`src/rtl/fpu_pkg.sv`:
```
// fpu_pkg: custom-float field layout, adder status codes and scheduler state encoding.
package fpu_pkg;
  localparam int SIGN_BIT = 31;
  localparam int EXP_W = 6;
  localparam int MANT_W = 25;
  localparam int BIAS = 31;
  localparam logic [3:0] ST_EXACT = 4'b0001;
  localparam logic [3:0] ST_OVF = 4'b0011;
  localparam logic [3:0] ST_UNF = 4'b0111;
  localparam logic [3:0] ST_INEXACT = 4'b1111;
  localparam logic [3:0] ST_TIMEOUT = 4'b1000;
  typedef enum logic [1:0] {IDLE, LOAD, WAIT, RESP} sched_state_t;
endpackage

```
`src/rtl/fpu_sched_rr_arbiter.sv`:
```
// rr_arbiter: combinational round-robin pick of the first set request at or above ptr, wrapping.
module rr_arbiter #(
  parameter int NREQ = 4,
  localparam int IW = $clog2(NREQ)
) (
  input  logic [NREQ-1:0] req,
  input  logic [IW-1:0]   ptr,
  input  logic            enable,
  output logic [NREQ-1:0] grant,
  output logic [IW-1:0]   id
);
  // Walk offsets from farthest to nearest so the closest requester overwrites the rest.
  always_comb begin
    grant = '0;
    id = '0;
    for (int k = NREQ - 1; k >= 0; k--) begin
      if (enable && req[(int'(ptr) + k) % NREQ]) begin
        grant = NREQ'(1) << ((int'(ptr) + k) % NREQ);
        id = IW'((int'(ptr) + k) % NREQ);
      end
    end
  end
endmodule

```
`src/rtl/fpu_sched.sv`:
```
// fpu_sched: round-robin sharing of one custom-float adder between NREQ requesters.
// Define FPU_SCHED_TIMEOUT_EN to add a WAIT watchdog that returns status 1000 after TIMEOUT cycles.
module fpu_sched
  import fpu_pkg::*;
#(
  parameter int NREQ = 4,
  parameter int TIMEOUT = 64
) (
  input  logic               clock,
  input  logic               reset,
  input  logic [NREQ-1:0]    req_valid,
  output logic [NREQ-1:0]    req_ready,
  input  logic [NREQ*32-1:0] req_op_a,
  input  logic [NREQ*32-1:0] req_op_b,
  output logic [NREQ-1:0]    rsp_valid,
  input  logic [NREQ-1:0]    rsp_ready,
  output logic [31:0]        rsp_data,
  output logic [3:0]         rsp_status,
  output logic [31:0]        fpu_op_a,
  output logic [31:0]        fpu_op_b,
  output logic               fpu_rst_n,
  input  logic [31:0]        fpu_data,
  input  logic [3:0]         fpu_status,
  output logic               busy
);
  localparam int IW = $clog2(NREQ);
  if (NREQ < 2 || NREQ > 8 || TIMEOUT < 1) begin : g_bad_cfg
    $error("fpu_sched: unsupported NREQ or TIMEOUT");
  end
  sched_state_t state, state_n;
  logic [IW-1:0] ptr, id, win_id;
  logic [NREQ-1:0] grant;
  logic clear_n, accept, hit, expired, done;
  rr_arbiter #(.NREQ(NREQ)) u_arb (
    .req(req_valid),
    .ptr(ptr),
    .enable(state == IDLE),
    .grant(grant),
    .id(win_id)
  );
  assign hit = fpu_status != '0;
`ifdef FPU_SCHED_TIMEOUT_EN
  localparam int TW = $clog2(TIMEOUT + 1);
  logic [TW-1:0] wait_cnt;
  always_ff @(posedge clock or negedge reset)
    if (!reset) wait_cnt <= '0;
    else wait_cnt <= (state == WAIT) ? wait_cnt + 1'b1 : '0;
  assign expired = wait_cnt == TW'(TIMEOUT - 1);
`else
  assign expired = 1'b0;
`endif
  assign done = hit || expired;
  // The adder restarts only while clear_n is low, i.e. during the single LOAD cycle.
  assign fpu_rst_n = reset & clear_n;
  always_ff @(posedge clock or negedge reset)
    if (!reset) state <= IDLE;
    else state <= state_n;
  always_comb begin
    req_ready = grant;
    accept = |grant;
    busy = state != IDLE;
    state_n = (state == IDLE) ? (accept ? LOAD : IDLE)
            : (state == LOAD) ? WAIT
            : (state == WAIT) ? (done ? RESP : WAIT)
            : (rsp_ready[id] ? IDLE : RESP);
  end
  always_ff @(posedge clock or negedge reset)
    if (!reset) begin
      ptr <= '0;
      id <= '0;
      clear_n <= 1'b1;
      fpu_op_a <= '0;
      fpu_op_b <= '0;
      rsp_valid <= '0;
      rsp_data <= '0;
      rsp_status <= '0;
    end else begin
      clear_n <= !accept;
      if (accept) begin
        fpu_op_a <= req_op_a[32*win_id +: 32];
        fpu_op_b <= req_op_b[32*win_id +: 32];
        id <= win_id;
        ptr <= (win_id == IW'(NREQ - 1)) ? '0 : win_id + 1'b1;
      end
      if (state == WAIT && done) begin
        rsp_valid <= NREQ'(1) << id;
        rsp_data <= hit ? fpu_data : '0;
        rsp_status <= hit ? fpu_status : ST_TIMEOUT;
      end else if (state == RESP && rsp_ready[id]) begin
        rsp_valid <= '0;
      end
    end
endmodule

```
`config.mk`:
```
export PLATFORM = sky130hd
export DESIGN_NAME = fpu_sched
export DESIGN_NICKNAME = d
export VERILOG_FILES = /design/src/rtl/fpu_pkg.sv /design/src/rtl/fpu_sched_rr_arbiter.sv /design/src/rtl/fpu_sched.sv
export SDC_FILE = /design/constraint.sdc
export NUM_CORES = 1
export LEC_CHECK = 0
export BUFFER_PORTS_ARGS = -buffer_cell sky130_fd_sc_hd__buf_4
export CORE_AREA = 5 5 158 160
export CTS_CLUSTER_DIAMETER = 50
export CTS_CLUSTER_SIZE = 30
export DETAILED_ROUTE_END_ITERATION = 8
export DIE_AREA = 0 0 163 165
export HOLD_SLACK_MARGIN = 0.03
export SYNTH_ARGS = -nofsm -noshare
export SYNTH_HDL_FRONTEND = slang
export SYNTH_SLANG_ARGS = --single-unit
```
`constraint.sdc`:
```
create_clock -name clock -period 7.1 [get_ports clock]
set_clock_uncertainty 0.2 [all_clocks]
set_input_delay 1.42 -clock clock [delete_from_list [all_inputs] [get_ports clock]]
set_output_delay 1.42 -clock clock [all_outputs]
set_load 0.02 [all_outputs]
```
## Yosys cells after proc, flatten, opt, wreduce, memory -nomap -nowiden

Cells that the tools add are included.

| word-level totals | value |
|---|---|
| register bits | 111 |
| input bits | 302 |
| output and inout bits | 110 |
| logic and storage cells | 80 |

| operators by class | value |
|---|---|
| bitwise gates (word level) | 4 |
| shifts and indexed selects | 7 |
| add/sub/neg operators | 4 |
| eq/ne operators | 4 |
| mux-type cells | 32 |
| magnitude comparators | 5 |
| reduce and logical (&&, ||, !) cells | 15 |

Operator list:

| kind | count |
|---|---|
| variable part select 128 x 8 -> 32 bit | 2 |
| left shift 1 x 32 -> 4 bit (first input constant) | 3 |
| 2-to-1 mux 32 bit | 1 |
| 2-to-1 mux 4 bit | 7 |
| 2-to-1 mux 2 bit | 9 |
| less-than comparator 3 x 4 -> 1 bit (second input constant) | 3 |
| binary-select mux 1 bit (select 2 bit) | 5 |
| 2-to-1 mux 1 bit | 10 |
| left shift 1 x 2 -> 4 bit (first input constant) | 2 |
| == test 2 bit (second input constant) | 3 |
| logical AND 1 bit | 6 |
| less-than comparator 2 x 3 -> 1 bit (second input constant) | 2 |
| OR reduction 2 bit | 3 |
| adder 2 x 1 -> 2 bit (second input constant) | 2 |
| adder 2 bit (second input constant) | 2 |
| nonzero test 2 bit | 2 |
| nonzero test 4 bit | 1 |
| OR reduction 4 bit | 1 |
| bitwise AND 1 bit (first input constant) | 3 |
| == test 2 x 1 -> 1 bit (second input constant) | 1 |
| logical NOT 2 bit | 1 |
| bitwise AND 1 bit | 1 |
| logical NOT 1 bit | 1 |

## Depth between registers and ports, before layout

| depth | value |
|---|---|
| depth after elaboration | 14 |
| depth in mapped cells | 13 |
| gate-level depth less buffers | 8 |

## Modules after synthesis

Synthesis repeated with hierarchy kept, for this count alone.

| unflattened totals | value |
|---|---|
| cells, all modules | 411 |
| area total of the unflattened synthesis | 6378.6 um2 |

By module, submodules not included:

| module | area an instance (um2) | times used | cells each |
|---|---|---|---|
| fpu_sched | 5814.3 | 1 | 334 |
| rr_arbiter | 564.3 | 1 | 77 |

## Least setup slack after synthesis

OpenSTA, ideal clock, no wires.

| timing path | value |
|---|---|
| kind | in2out |
| from | input req_valid[1] |
| to | output req_ready[1] |
| stages | 5 |
| data required time | 5.480 ns |
| setup slack | 2.806 ns |
| data arrival time | 2.674 ns |
| buffers on the path | 1 |
| cells stage by stage | mux4_2 buf_2 nor4b_1 o221ai_1 inv_1 |

| between the ends | value |
|---|---|
| word-level cells in the longest chain between the ends | 8 |

RTL lines:

| element | line | text |
|---|---|---|
| from (decl) | fpu_sched.sv:11 | `input logic [NREQ-1:0] req_valid,` |
| binary-select mux 1 bit (select 2 bit) | fpu_sched_rr_arbiter.sv:17 | `if (enable && req[(int'(ptr) + k) % NREQ]) begin` |
| 2-to-1 mux 1 bit (implied by the code) (2 in series) | fpu_sched_rr_arbiter.sv:17 |  |
| logical AND 1 bit | fpu_sched_rr_arbiter.sv:17 |  |
| 2-to-1 mux 4 bit (3 in series) | fpu_sched_rr_arbiter.sv:17 |  |
| 2-to-1 mux 4 bit * | fpu_sched_rr_arbiter.sv:17 |  |
| to (decl) | fpu_sched.sv:12 | `output logic [NREQ-1:0] req_ready,` |

Mark *: on every way between the ends. The rest lies on a longest branch, timed or not. The select of a mux whose other input is x is not followed.

## Worst setup path after layout

| timing path | value |
|---|---|
| from | register ptr[0] |
| to | output req_ready[3] |

| between the ends | value |
|---|---|
| word-level cells in the longest chain between the ends | 9 |

RTL lines:

| element | line | text |
|---|---|---|
| from (decl) | fpu_sched.sv:31 | `logic [IW-1:0] ptr, id, win_id;` |
| from (signal assigned) | fpu_sched.sv:83 | `ptr <= (win_id == IW'(NREQ - 1)) ? '0 : win_id + 1'b1;` |
| adder 2 bit | fpu_sched_rr_arbiter.sv:17, fpu_sched_rr_arbiter.sv:18 |  |
| binary-select mux 1 bit (select 2 bit) | fpu_sched_rr_arbiter.sv:17 |  |
| 2-to-1 mux 1 bit (implied by the code) (2 in series) | fpu_sched_rr_arbiter.sv:17 |  |
| logical AND 1 bit | fpu_sched_rr_arbiter.sv:17 |  |
| 2-to-1 mux 4 bit (3 in series) | fpu_sched_rr_arbiter.sv:17 |  |
| 2-to-1 mux 4 bit * | fpu_sched_rr_arbiter.sv:17 |  |

Marks and branches as above.

==> out/results.txt <==
Most frequent cells in the layout - buf_4, mux2i_1, dfrtp_1, mux2_1, mux2_2
Hold WC Path Type - register to register
CP most frequent cell - inv_1
Highest Clock Rate - 207.0 MHz
Worst-Margin Slew - 0.9326 ns
Final Critical Period - 4.831 ns
Complex-gate fraction of the synthesized area - 0.02421
Fin crit share - 0.6804
Critical Path Start - ptr[0]$_DFFE_PN0P_
Area grow syn2layout - 50.77%
Finished Core Util - 0.4455
Clk slew on worst S/H paths - 0.08 ns
Post-layout nets - 1,232
Max Cap Viol - 0
Synth Area per Inst - 12.97 um2
DR vias - 5,734
Slew HR - 0.3783
Die area - 26,900 um2
Number of port buffers - 411
Filler cell count in the final layout - 2,310
Kind of critical path - register to output port
Worst r2r src - ptr[0]$_DFFE_PN0P_
Postcts setup bufs - 0
Clock Latency Late Sink - 0.35 ns
Ranking of synthesized cells by area - dfrtp_1, mux2i_1, mux2_1
Final worst slack - 2.269 ns
Post-Place Worst Slack - 2.431 ns
Syn Nets - 840
Synth top area share - 0.4005
Post-Synth Adder-Cell Area - 0.01456
Commonest non-fill, non-tap cell in the layout - buf_4
Antenna-violating nets left - 0
Slowest-stage cell, CP - dfrtp_1
Initial core utilization - 0.2954
Max VDD drop - 237.9 uV
Lkg Pwr - 0.005049 uW
Number of global-route vias before repair - 6,038
Setup tns final - 0 ns
Arr. time, crit path - 3.21 ns
Final hold vios - 0
DR vias/cell - 4.602
Worst EP required - 5.48 ns
# clock sinks - 111
Fraction of layout cells with a size suffix above 1 - 0.5210
Cell variety after synth - 38
Finished Cell Area - 10,360 um2
Cts bufs inserted - 9
Cell Area, Placed - 10,070 um2
Yosys warnings - 0
Largest family of logic cells by synthesized area - multiplexers
Final setup fails - 0
CTS root buffer - clkbuf_16
Crit-path cells - inv_1 -> ha_1 -> and3b_1 -> a211oi_1 -> nor4b_1 -> o221ai_1 -> inv_1 -> buf_4
Hold-fix buffers, CTS - 0
Crit Path Max Fanout - 16
Core area - 23,260 um2
IO Count - 412
#FFs+latches synth - 111
RePlAce Congestion - 0.7502
Pwr Total - 4170 uW
Die Width - 163 um
GRT Total Usage - 0.1601
DRC - 0
Total grt overflow - 0
Longest Clk Path Bufs - 2
CP Launch Type - register
DR iter-0 viols - 238
Placement Rows - 56
Routed wire length - 22.54 mm
Simple-gate share of the synthesized area - 0.02622
Multiplexer area fraction after synthesis - 0.4706
Worst Hold Launch - fpu_op_a[20]$_DFFE_PN0P_
Unrepaired setup endpoints after global routing - no
Pwr Density - 402.4 nW/um2
CTS tree - built
Run status - complete, no violations
Slew Viols, Final - 0
Antenna cells - 0
CTS resizes - 0
First-pass GRT wire length - 33.82 mm
Xor/xnor share of the synthesized area - 0.001274
TritonRoute pass-1 iters - 4
Slowest stage delay, CP - 0.71 ns
Drt wl/cell - 18.09 um
Initial antenna violation count - 0
Seq/Total Area, Yosys - 0.4043
Hpwl dp - 17.65 mm
Largest net degree at the start of global routing - 115
CTS H-tree lvls - 3
Die height - 165 um
CP endpoint kind - output port
Synth area leader - dfrtp_1
Cell area after synthesis - 6873 um2
Cells after synthesis - 530
==> power breakdown <==
group          internal [uW]  switching [uW]  total, uW  leakage, uW
Sequential               969             192       1160      0.00131
Clock                    247             266        513     0.000145
Combinational           1200            1290       2500      0.00359
Total                   2420            1750       4170      0.00505
==> layout make-up <==
| class | count | area (um2) | share of cell area |
|---|---|---|---|
| Sequential cell | 111 | 2779 | 0.2682 |
| Multi-Input combinational cell | 371 | 3696 | 0.3567 |
| Tap cell | 319 | 399.1 | 0.03852 |
| Clock buffer | 9 | 225.2 | 0.02173 |
| Clock inverter | 7 | 67.56 | 0.006520 |
| Timing Repair Buffer | 419 | 3158 | 0.3048 |
| Inverter | 10 | 37.54 | 0.003622 |
==> final timing paths <==
| kind | to | slack [ns] | cells after the start |
|---|---|---|---|
| setup / recovery | req_ready[3] | 2.27 | 8 |
| hold / removal | fpu_op_a[20]$_DFFE_PN0P_ | 0.29 | 1 |
| setup reg to reg | fpu_op_a[16]$_DFFE_PN0P_ | 2.95 | 9 |
| hold reg to reg | fpu_op_a[20]$_DFFE_PN0P_ | 0.29 | 1 |
| max in group asynchronous | rsp_data[14]$_DFFE_PN0P_ | 4.48 | 2 |
| min in group asynchronous | fpu_op_a[31]$_DFFE_PN0P_ | 0.86 | 1 |
==> cell families (layout without fill, tap and decap cells) <==
kind of cell | Yosys count | in the layout
fa+ha+maj | 8 | 8
xor+xnor | 1 | 1
mux | 305 | 305
compound gates | 23 | 23
flops | 111 | 111
simple gates | 34 | 34
buf+inv | 48 | 445
==> state kept, by name, summed over array words and instances (netlist names), 2 cells and up <==
name and cells:
rsp_data 32, state 2, fpu_op_b 32, rsp_status 4, fpu_op_a 32, ptr 2
id 2, rsp_valid 4
==> metrics by stage <==
stage,cells,hold WS [ns]
floorplan,530,0.3234
detailed placement,1230,0.2759
CTS,1246,0.2946
global route,1246,0.3013
global placement,1230,0.2694
finish,1246,0.2870
==> critical path: cells and delay by family (launching register included) <==
family                     cells  cell delay (ns)
adders and majority gates      1             0.48
AOI/OAI and AO/OA              2             0.81
and+or+nand+nor                2             0.36
DFF                            1             0.71
buffers and inverters          3             0.50
==> Yosys cell counts <==
master / instances
mux2i_1: 196
dfrtp_1: 110
and3_1: 1
clkbuf_1: 8
buf_8: 1
o221ai_1: 4
nor2b_1: 1
mux2_1: 64
a32o_1: 2
nor4_1: 2
mux4_2: 4
buf_12: 10
buf_4: 5
xor2_1: 1
ha_1: 8
a22o_1: 1
a21oi_1: 4
a222oi_1: 1
buf_2: 10
buf_6: 1
and2_1: 1
nor3b_1: 1
o21ai_0: 6
inv_1: 10
nor2_1: 10
a211o_1: 1
nand2_1: 9
and3b_1: 2
nand4_1: 1
mux2_2: 41
o41a_1: 1
o211ai_1: 1
or3_1: 1
clkbuf_4: 3
a211oi_1: 2
nor4b_1: 4
dfstp_2: 1
nand3_1: 1
==> routing by layer <==
layer | GRT usage | up-vias | routed length, um | part of all wire
li1 | - | 2733 | - | -
met1 | 0.1817 | 2735 | 8522 | 0.38
met2 | 0.2847 | 250 | 11590 | 0.51
met3 | 0.06264 | 16 | 2136 | 0.095
met4 | 0.03698 | 0 | 282 | 0.013
met5 | 0 | - | 0 | 0
Note: power is estimated with default switching activity, not from simulation.
